$ cat src/rtl/mult_pkg.sv
// Shared types and limits for the sequential add-shift multiplier.
package mult_pkg;

  typedef enum logic [1:0] {
    IDLE = 2'd0,
    RUN  = 2'd1,
    DONE = 2'd2
  } mult_state_e;

  localparam int MAX_WIDTH = 32;

endpackage : mult_pkg

$ cat src/rtl/add_sub_n.sv
// WIDTH-bit adder/subtractor producing a WIDTH+1 bit result.
// Operands are sign- or zero-extended by one bit so that the top bit of S is
// the true sign (signed) or the carry out (unsigned).
module add_sub_n #(
  parameter int WIDTH = 8
) (
  input  logic [WIDTH-1:0] A,
  input  logic [WIDTH-1:0] B,
  input  logic             fn,    // 1 = A - B
  input  logic             sext,  // 1 = sign-extend operands
  output logic [WIDTH:0]   S
);

  logic [WIDTH:0] w_a;
  logic [WIDTH:0] w_b;
  logic [WIDTH:0] w_b_op;

  // Extend operands, then subtract as A + ~B + 1.
  always_comb begin
    w_a    = {sext & A[WIDTH-1], A};
    w_b    = {sext & B[WIDTH-1], B};
    w_b_op = fn ? ~w_b : w_b;
    S      = w_a + w_b_op + {{WIDTH{1'b0}}, fn};
  end

endmodule : add_sub_n

$ cat src/rtl/mult_shift_add.sv
// Sequential WIDTH x WIDTH multiplier, one multiplier bit per clock.
// Signed mode adds the multiplicand for every set bit except the last, which
// carries negative weight in two's complement and is therefore subtracted.
module mult_shift_add
  import mult_pkg::*;
#(
  parameter int WIDTH = 8
) (
  input  logic               Clk,
  input  logic               Reset_n,
  input  logic               start,
  input  logic               signed_mode,
  input  logic [WIDTH-1:0]   multiplicand,
  input  logic [WIDTH-1:0]   multiplier,
  output logic               ready,
  output logic               done,
  output logic [2*WIDTH-1:0] product
);

  localparam int CNT_W = $clog2(WIDTH) + 1;

  if (WIDTH < 2 || WIDTH > MAX_WIDTH) begin : g_bad_width
    $error("mult_shift_add: WIDTH out of range");
  end

  mult_state_e       r_state;
  mult_state_e       w_next_state;
  logic              r_x;
  logic [WIDTH-1:0]  r_a;
  logic [WIDTH-1:0]  r_b;
  logic [WIDTH-1:0]  r_s;
  logic              r_mode;
  logic [CNT_W-1:0]  r_cnt;

  logic              w_accept;
  logic              w_last;
  logic              w_fn;
  logic [WIDTH:0]    w_addsub;
  logic [WIDTH:0]    w_sum;

  add_sub_n #(.WIDTH(WIDTH)) u_add_sub (
    .A    (r_a),
    .B    (r_s),
    .fn   (w_fn),
    .sext (r_mode),
    .S    (w_addsub)
  );

  // Next state and partial-product selection for the current iteration.
  always_comb begin
    w_next_state = r_state;
    w_accept     = 1'b0;
    w_last       = (r_cnt == CNT_W'(WIDTH - 1));
    w_fn         = r_mode & w_last;
    // A zero multiplier bit passes the accumulator through unchanged; X keeps
    // the sign so the arithmetic shift stays correct.
    w_sum        = r_b[0] ? w_addsub : {r_x, r_a};
    case (r_state)
      IDLE, DONE: begin
        if (start) begin
          w_accept     = 1'b1;
          w_next_state = RUN;
        end
      end
      RUN: begin
        if (w_last) w_next_state = DONE;
      end
      default: w_next_state = IDLE;
    endcase
  end

  // State, counter and datapath registers; start during RUN is not sampled.
  always_ff @(posedge Clk or negedge Reset_n) begin
    if (!Reset_n) begin
      r_state <= IDLE;
      r_x     <= 1'b0;
      r_a     <= '0;
      r_b     <= '0;
      r_s     <= '0;
      r_mode  <= 1'b0;
      r_cnt   <= '0;
    end else begin
      r_state <= w_next_state;
      if (w_accept) begin
        r_x    <= 1'b0;
        r_a    <= '0;
        r_b    <= multiplier;
        r_s    <= multiplicand;
        r_mode <= signed_mode;
        r_cnt  <= '0;
      end else if (r_state == RUN) begin
        r_a   <= w_sum[WIDTH:1];
        r_b   <= {w_sum[0], r_b[WIDTH-1:1]};
        r_x   <= r_mode & w_sum[WIDTH];
        r_cnt <= r_cnt + CNT_W'(1);
      end
    end
  end

  assign ready   = (r_state != RUN);
  assign done    = (r_state == DONE);
  assign product = {r_a, r_b};

endmodule : mult_shift_add

$ cat config.mk
export PLATFORM = sky130hd
export DESIGN_NAME = mult_shift_add
export DESIGN_NICKNAME = d
export VERILOG_FILES = /design/src/rtl/mult_pkg.sv /design/src/rtl/add_sub_n.sv /design/src/rtl/mult_shift_add.sv
export SDC_FILE = /design/constraint.sdc
export NUM_CORES = 1
export LEC_CHECK = 0
export ABC_AREA = 1
export CORE_AREA = 4 4 90 92
export CTS_BUF_LIST = sky130_fd_sc_hd__clkbuf_16
export DETAILED_ROUTE_END_ITERATION = 6
export DIE_AREA = 0 0 94 96
export PLACE_DENSITY = 0.57
export RECOVER_POWER = 50
export SLEW_MARGIN = 30
export SYNTH_ARGS = -nofsm -noshare
export SYNTH_HDL_FRONTEND = slang
export SYNTH_HIERARCHICAL = 1
export SYNTH_SLANG_ARGS = --single-unit
export TNS_END_PERCENT = 10
$ cat constraint.sdc
create_clock -name Clk -period 2.2 [get_ports Clk]
set_clock_uncertainty 0.1 [all_clocks]
set_input_delay 0.44 -clock Clk [delete_from_list [all_inputs] [get_ports Clk]]
set_output_delay 0.44 -clock Clk [all_outputs]
set_load 0.005 [all_outputs]
==> impl_metrics.tcl <==
set metrics [dict create \
    num_rows 31 \
    numPortBuffers 37 \
    timing.hold.ws_ps 411.7 \
    cp.buffers_inverters 4 \
    rsz0062_at_grt "yes" \
    yosys.area.top_type "dfrtp_1" \
    ant_nets 0 \
    finish.net_count 361 \
    finalMaxSlewViolations 0 \
    drt_pass1_iterations 4 \
    max_stage_delay_ps 400 \
    p_total_mw 4.730 \
    critPathMaxFanout 5 \
    avgViaCountPerCell 4.213 \
    synth.distinct_cells 28 \
    avgSynthCellArea_um2 7.451 \
    hold_viol 0 \
    critPathCaptureType "flop" \
    pre_cts_slack_ps -297.8 \
    drive_gt1_share_pct 19.88 \
    slowest_stage "fa_2" \
    area_growth_pct 42.52 \
    dpl.hpwl_mm 3.616 \
    p_leak_nw 1.438 \
    synthArstFlopShare_pct 100.0 \
    fin_ws_ps -226.3 \
    hp-class "flop to flop" \
    max_freq_ghz 0.4121 \
    n_antenna_cell 0 \
    clk_pin_slew_worst_paths_ps 50 \
    h-tree-depth 2 \
    worstSetupStartpointType "flop" \
    grt_pass1_wl_mm 8.121 \
    synth_top_area_share_pct 40.25 \
    setup_viol 8 \
    syn_inst 267 \
    syn_area_mm2 0.001989 \
    grt-ovfl-total 0 \
    ys_ff_latch 32 \
    fin_util_pct 39.30 \
    yosysSeqAreaShare_pct 40.25 \
    dieWidth_um 94 \
    drtIter0Drc 82 \
    path_delay_family "simple AND/OR/NAND/NOR gates" \
    post_drt_wl_per_cell_um 11.12 \
    tightestPinTransition_ps 828.5 \
    ir_drop_mv 0.4065 \
    path_cells "ha_2 -> nand2_2 -> inv_2 -> nand2_4 -> nor2_4 -> buf_8 -> nand2_2 -> nand2_2 -> inv_2 -> fa_2 -> o21ai_2 -> nand2_1 -> nand2_1 -> nand2_1 -> nand2_1 -> inv_1 -> nand2_2 -> nand3_2 -> o22ai_1" \
    initial_core_util_pct 27.58 \
    status "finished, violations left" \
    drcViolationCount 0 \
    maxSlewHeadroom_pct 44.77 \
    grt_max_degree 33 \
    ios 38 \
    arrival_ps 2520 \
    tritoncts "done" \
    crit_type "flop to flop" \
    dieArea_mm2 0.009024 \
    layout_min_cycle_time_ps 2426 \
    antenna_found_initial 0 \
    grt_pass1_vias 1780 \
    fp.dieH_um 96 \
    synth_most_common_cell "nand2_1" \
    clock_sinks 32 \
    synth_ff_type "dfrtp_1" \
    synth_area_leaders "dfrtp_1, nand2_1, inv_1, ha_1, o21ai_0" \
    vias 1816 \
    globalRouteTotalUtil_pct 11.52 \
    violations "negative setup slack" \
    cts-root-buf "clkbuf_16" \
    max_cap_viol_count 0 \
    synth_nets 296 \
    clk_latency_ps 270 \
    hold_buffers 0 \
    synth-edff-count 0 \
    synth_warnings 6 \
    synth_common_cells "nand2_1, dfrtp_1, inv_1, nor2_1, o21ai_0" \
    routed_wl_mm 4.792 \
    globalplace.congestion 0.7677 \
    post-route-period-util_pct 110.3 \
    cts.path.max_buffers 2 \
    setup_tns_ps -1374 \
    p_per_area_mw_per_mm2 1668 \
    core-area_mm2 0.007214 \
    critPathRequiredTime_ps 2290 \
    cts-buffers-inserted 5 \
]
## cell families (layout without fill, tap and decap cells)
group	count (synthesis)	after routing	synth area share [%]
xor+xnor	11	11	4.843
compound gates	34	34	9.749
buf+inv	45	110	10.57
fa+ha+maj	9	9	6.038
simple gates	136	136	28.55
flops	32	32	40.25
## worst paths after layout
check	start	end	slack, ps	cells past startpoint
worst min register to register	r_s[6]	r_s[6]	410	2
min in group asynchronous	Reset_n	r_a[6]	690	2
worst max register to register	r_cnt[0]	r_x	-230	19
max in group asynchronous	Reset_n	r_a[3]	780	2
worst min-delay path	r_s[6]	r_s[6]	410	2
worst max-delay path	r_cnt[0]	r_x	-230	19
## through the flow
stage / area (um^2) / cells
finish: 2835 / 431
global route: 2835 / 431
CTS: 2784 / 428
detailed placement: 2603 / 418
global placement: 2603 / 418
floorplan: 2006 / 267
## per-layer routing
metal / vias to the layer above / track usage [%] / part of all wire, %
li1: 964 / - / -
met1: 815 / 14.86 / 48
met2: 35 / 18.98 / 47
met3: 2 / 3.127 / 4.8
met4: 0 / 3.249 / 0.48
met5: - / 0 / 0
## timing repair
action	4_1_cts	5_1_grt
setup endpoints to repair	8	9
resized for setup	5	18
cloned	1	0
pin swaps	4	7
buffers inserted	2	3
## worst min-delay path: cells and delay by family (launching register included)
family / cells / cell delay [ps]
DFF: 1 / 360
and+or+nand+nor: 2 / 130
## registers in the layout (all words and copies together) (netlist names)
name and cells:
r_s 8, r_cnt 4, r_state 2, r_a 8, r_x 1, r_mode 1, r_b 8
## cell usage in the layout, fill, tap and decap left out, types with 2 or more instances in the layout
master	netlist	layout
ha_1	8	7
xor2_2	0	3
nand2_1	94	91
clkdlybuf4s50_1	0	35
o22ai_1	7	7
clkbuf_2	0	2
inv_2	5	7
o21ai_1	0	7
clkbuf_16	0	5
dfrtp_1	32	32
buf_4	1	24
dlygate4sd3_1	0	2
nand2_4	3	3
xor2_1	9	6
inv_1	31	30
a21oi_1	5	4
nor2_1	22	21
o21ai_0	18	11
nand2_2	4	7
nand3_1	9	8
## power breakdown
part | internal (mW) | leakage (nW) | switching [mW]
Sequential | 0.891 | 0.392 | 0.275
Combinational | 1.46 | 0.975 | 1.46
Clock | 0.406 | 0.0709 | 0.235
## final cells by class
cell class	count	area, um^2
fill	774	4379
multi-input combinational	190	1049
sequential	32	800.8
timing repair buffer	65	580.6
inverter	38	147.6
clock buffer	5	125.1
tap	99	123.9
clock inverter	2	8.758
Power figures use the tool's default switching activity.
